--- config.mk ---
export PLATFORM = sky130hd
export DESIGN_NAME = power_ctrl
export DESIGN_NICKNAME = d
export VERILOG_FILES = /design/src/rtl/power_pkg.sv /design/src/rtl/power_ctrl_sec_timer.sv /design/src/rtl/power_ctrl.sv
export SDC_FILE = /design/constraint.sdc
export NUM_CORES = 1
export LEC_CHECK = 0
export ABC_AREA = 1
export CAP_MARGIN = 20
export CORE_MARGIN = 4
export CORE_UTILIZATION = 50
export DETAILED_ROUTE_END_ITERATION = 7
export GPL_ROUTABILITY_DRIVEN = 0
export HOLD_SLACK_MARGIN = 0.02
export MAX_ROUTING_LAYER = met4
export PLACE_DENSITY = 0.71
export SLEW_MARGIN = 20
export SYNTH_ARGS = -nofsm -noshare
export SYNTH_HDL_FRONTEND = slang
export SYNTH_SLANG_ARGS = --single-unit
--- constraint.sdc ---
create_clock -name clk -period 6.4 [get_ports clk]
set_clock_uncertainty 0.15 [all_clocks]
set_input_delay 1.92 -clock clk [delete_from_list [all_inputs] [get_ports clk]]
set_output_delay 1.92 -clock clk [all_outputs]
set_load 0.02 [all_outputs]
--- src/rtl/power_pkg.sv ---
// Shared encodings and default timing constants for the power sequencer
// and the mode FSM it feeds.
package power_pkg;

    typedef enum logic [2:0] {
        OFF      = 3'd0,
        ON_HOLD  = 3'd1,
        ON       = 3'd2,
        OFF_HOLD = 3'd3,
        ARM_ON   = 3'd4,
        ARM_OFF  = 3'd5
    } pwr_state_t;

    localparam int DEF_TICK_CYCLES  = 100_000_000;
    localparam int DEF_LONG_PRESS_S = 3;
    localparam int DEF_GESTURE_S    = 5;

endpackage

--- src/rtl/power_ctrl_sec_timer.sv ---
// Cycle prescaler plus 4-bit saturating seconds count; clr beats en.
module sec_timer
    import power_pkg::*;
#(
    parameter int TICK_CYCLES = DEF_TICK_CYCLES
) (
    input  logic       clk,
    input  logic       rst,
    input  logic       clr,
    input  logic       en,
    output logic       tick,
    output logic [3:0] secs
);

    localparam int CW = (TICK_CYCLES > 1) ? $clog2(TICK_CYCLES) : 1;

    logic [CW-1:0] pre;

    assign tick = en && (pre == CW'(TICK_CYCLES - 1));

    always_ff @(posedge clk) begin
        if (rst || clr) begin
            pre  <= '0;
            secs <= '0;
        end else if (en) begin
            if (tick) begin
                pre  <= '0;
                secs <= (secs == 4'd15) ? secs : secs + 4'd1;
            end else begin
                pre <= pre + CW'(1);
            end
        end
    end

endmodule

--- src/rtl/power_ctrl.sv ---
// Power sequencer: button short/long press and left/right gesture pairs
// drive machine_state, the enable of the mode FSM.
module power_ctrl
    import power_pkg::*;
#(
    parameter int TICK_CYCLES  = DEF_TICK_CYCLES,
    parameter int LONG_PRESS_S = DEF_LONG_PRESS_S,
    parameter int GESTURE_S    = DEF_GESTURE_S
) (
    input  logic       clk,
    input  logic       rst,
    input  logic       power_btn,
    input  logic       gesture_l,
    input  logic       gesture_r,
    output logic       machine_state,
    output logic [2:0] pwr_state,
    output logic [3:0] secs_left
);

    pwr_state_t state, nxt;
    logic       btn_prev, btn_rise, restart;
    logic       tmr_clr, tmr_en, tick;
    logic [3:0] secs;
    logic       long_done, win_done;
    logic       in_arm;

    assign btn_rise = power_btn & ~btn_prev;
    assign in_arm   = (state == ARM_ON) || (state == ARM_OFF);

    // Both limits fire on the last cycle of their span, so the transition
    // edge is exactly N*TICK_CYCLES samples after counting starts.
    assign long_done = tick && (secs == 4'(LONG_PRESS_S - 1));
    assign win_done  = tick && (secs == 4'(GESTURE_S - 1));

    // One timer serves both the long-press count (ON) and the window (ARM_*).
    assign tmr_en  = in_arm || ((state == ON) && power_btn);
    assign tmr_clr = (nxt != state) || restart || ((state == ON) && !power_btn);

    sec_timer #(.TICK_CYCLES(TICK_CYCLES)) u_timer (
        .clk  (clk),
        .rst  (rst),
        .clr  (tmr_clr),
        .en   (tmr_en),
        .tick (tick),
        .secs (secs)
    );

    always_ff @(posedge clk) begin
        if (rst) begin
            state    <= OFF;
            btn_prev <= 1'b1;
        end else begin
            state    <= nxt;
            btn_prev <= power_btn;
        end
    end

    always_comb begin
        nxt     = state;
        restart = 1'b0;
        case (state)
            OFF: begin
                if (btn_rise)       nxt = ON_HOLD;
                else if (gesture_l) nxt = ARM_ON;
            end
            ON_HOLD:  if (!power_btn) nxt = ON;
            ON: begin
                if (power_btn && long_done) nxt = OFF_HOLD;
                else if (gesture_r)         nxt = ARM_OFF;
            end
            OFF_HOLD: if (!power_btn) nxt = OFF;
            ARM_ON: begin
                if (btn_rise)       nxt = ON_HOLD;
                else if (gesture_r) nxt = ON;
                else if (gesture_l) restart = 1'b1;
                else if (win_done)  nxt = OFF;
            end
            ARM_OFF: begin
                if (power_btn)      nxt = ON;
                else if (gesture_l) nxt = OFF;
                else if (gesture_r) restart = 1'b1;
                else if (win_done)  nxt = ON;
            end
            default: nxt = OFF;
        endcase
    end

    assign machine_state = (state == ON_HOLD) || (state == ON) || (state == ARM_OFF);
    assign pwr_state     = state;
    assign secs_left     = in_arm ? (4'(GESTURE_S) - secs) : 4'd0;

endmodule

==> results.toml <==
[outcome]
status = "completed"

[cts]
clkLatencyLatePin_ps = 290
post-cts-setup-buffers = 0
clk_path_buf_depth = 2
numCtsBuffers = 5
cts_tree = "yes"
cts_resized = 0
clk_pin_slew_worst_paths_ps = 80
hold_buffers = 0
cts.sinks = 35
h-tree-depth = 2
cts_root_buffer = "clkbuf_8"

[cells_and_area]
syn2layout_area_growth_pct = 11.3
utilization = 0.584
nNetsFinal = 418
drive_gt1_frac = 0.147
fillers = 493
antenna_cells = 0
fin_cells = 476

[critical_path]
arrival_ps = 4460
slowest_delay_ps = 600
timing.rr.end = "u_timer.secs[2]"
cp_num_cells = 13
crit_type = "input pin to flip-flop"
rr_startpoint = "pwr_state[1]"
start_kind = "input pin"
reg2reg_setup_slack_ps = 3680
critical_path_buf_inv_count = 1
worst-endpoint-required_ps = 6470
ff2ff_path_depth = 12
worstPathMaxFanout = 31
worst_path_dominant_cell_family = "simple AND/OR/NAND/NOR gates"
cp-end-kind = "flip-flop"
worst_path_max_delay_cell = "clkdlybuf4s50_1"
cp_cell_sequence = "clkdlybuf4s50_1, nand4_1, nand2_2, nand3_1, nor2_2, nand4_1, nand2_1, nand2_1, nand3_1, nand2_1, nor2_2, nand3_4, nor2_2"

[sta]
setup_ws_ps = 2010
final-setup-viol-count = 0
worst_pin_slew_ps = 587
slew_headroom = 0.608
fin_crit_sh = 0.685
fin_tns_setup_ps = 0
fmax_mhz = 228
rsz0062_at_grt = "false"
slew_violations = 0
period_needed_ps = 4390
hold_viol = 0

[yosys]
synth.area.top_cells = "dfxtp_1 28%, nand2_1 11%, inv_1 9.6%"
synth_top_cell_area_share = 0.277
syn_area_um2 = 2530
synth-seq-cells = 35
syn_nets = 406
synth_cell_types = 37
yosysWarnings = 0
yosysSeqAreaShare = 0.277
syn_area_per_cell_um2 = 6.39
synthCells = 396
yosys.area.top_type = "dfxtp_1"

[min_path]
hp-class = "flip-flop to flip-flop"
holdPathStages = 4
worstHoldStart = "u_timer.pre[14]"
whs_endpoint = "u_timer.pre[14]"

[flow_run]
drv_cap = 0

[floorplanning]
die_x_um = 79.1
pin_count = 13
core_area_um2 = 4820
fp.dieArea_um2 = 6260
start_util = 0.525
fp.dieH_um = 79.1
rows = 25

[pwr]
peakVddDrop_mv = 0.164
power_w = 0.000579
p_per_area_nw_per_um2 = 206
leakage_nw = 1.01

[place]
dp.cells = 468
io_buffer_count = 12
hpwlAfterDp_um = 4510
dpl_worst_slack_ps = 1700

[global_route]
grt_pass1_wl_um = 9920
grt_pass1_vias = 2231
overflow = 0
globalRouteTotalUtil = 0.203
grt_max_degree = 32
antenna_found_initial = 0

[detailed_routing]
antenna_left = 0
drc_errors = 0
dr.pass1.iters = 4
drt_iter0_drc = 145
vias_per_cell = 5.10
drt_wl_total_um = 5680
wire_per_inst_um = 11.9
num_vias = 2428
-- cells by family (layout without fill, tap and decap cells) --
family,Yosys count,in the layout,synth area share
and+or+nand+nor,228,228,0.438
buffers and inverters,81,94,0.131
xor gates and xnor gates,15,15,0.0520
AOI/OAI and AO/OA,31,31,0.0732
DFF,35,35,0.277
muxes,1,1,0.00396
adders and majority gates,5,5,0.0247
-- power by group --
group | internal [W] | leakage, nW | switching [W]
registers | 0.000222 | 0.283 | 0.00000678
logic | 0.0000332 | 0.664 | 0.0000794
clock network | 0.000155 | 0.0644 | 0.0000829
total | 0.000410 | 1.01 | 0.000169
-- synth_stat cells --
master / count
nand3_1: 23
ha_1: 5
a21oi_1: 13
nor2_1: 54
nand2_2: 4
nand3_4: 1
xnor2_1: 1
nand2_1: 73
buf_2: 1
nand3b_1: 1
inv_1: 65
nor4_1: 4
a22oi_1: 1
xor2_1: 14
a211oi_1: 2
o22ai_1: 1
o32ai_1: 1
o2111ai_1: 1
clkinv_1: 1
nor2_4: 4
or2_2: 1
nor3b_1: 1
mux2i_1: 1
o211ai_1: 1
nor3_1: 14
nor3_2: 1
o31ai_1: 3
a2bb2oi_1: 1
nand4_1: 14
buf_6: 3
dfxtp_1: 35
nand3_2: 2
clkbuf_1: 2
nor2_2: 31
buf_4: 1
inv_2: 8
o21ai_0: 7
-- layout make-up --
cell class                 count  area, um^2  area share
tap                           67        83.8      0.0298
sequential                    35         701       0.249
clock inverter                 3        67.6      0.0240
inverter                      74         278      0.0987
multi-input combinational    280        1500       0.532
timing repair buffer          12         120      0.0427
clock buffer                   5        68.8      0.0244
-- metrics by stage --
stage / hold slack (ps) / cell area (um^2)
global placement: 405 / 2680
finish: 427 / 2820
floorplan: 383 / 2530
global route: 460 / 2820
CTS: 426 / 2820
detailed placement: 411 / 2680
-- worst reg2reg max path, cell delays in order (launching register included) --
cell,delay [ps]
dfxtp_1,550
nand4_1,160
nand2_2,250
nand3_1,130
nor2_2,200
nand4_1,110
nand2_1,80
nand2_1,80
nand3_1,80
nand2_1,70
nor2_2,120
nand3_4,440
nor2_2,230
-- registers in the layout, indices dropped and copies added (netlist names) --
| name | cells |
|---|---|
| u_timer.secs | 4 |
| u_timer.pre | 27 |
| pwr_state | 3 |
| btn_prev | 1 |
-- layer usage --
layer / part of all wire / GRT usage
met2: 0.44 / 0.310
met5: 0 / -
met3: 0.050 / 0.0374
met4: 0.022 / 0.0808
met1: 0.49 / 0.265
-- cells in the final DEF (no fill, tap or decap), types with 2 or more instances in the layout --
master / synthesis / layout
ha_1: 5 / 5
nor2_1: 54 / 54
bufinv_16: 0 / 2
nor3_1: 14 / 14
nor2_2: 31 / 31
dfxtp_1: 35 / 35
a21oi_1: 13 / 13
nand3_2: 2 / 2
clkdlybuf4s50_1: 0 / 12
nor4_1: 4 / 4
o31ai_1: 3 / 3
o21ai_0: 7 / 7
nand2_1: 73 / 73
inv_2: 8 / 8
a211oi_1: 2 / 2
clkbuf_8: 0 / 5
nand2_2: 4 / 4
nand3_1: 23 / 23
xor2_1: 14 / 14
nor2_4: 4 / 4
nand4_1: 14 / 14
inv_1: 65 / 65
-- how the worst max path moves through the flow --
stage | start | to | slack [ps]
finish | power_btn | u_timer.secs[2] | 2010
global route | power_btn | u_timer.secs[1] | 1700
CTS | power_btn | u_timer.pre[26] | 1990
detailed placement | power_btn | u_timer.pre[26] | 1700
global placement | power_btn | u_timer.secs[0] | 1770
floorplan | power_btn | u_timer.secs[2] | 2970
No activity file was read; power rests on OpenSTA's default activity.
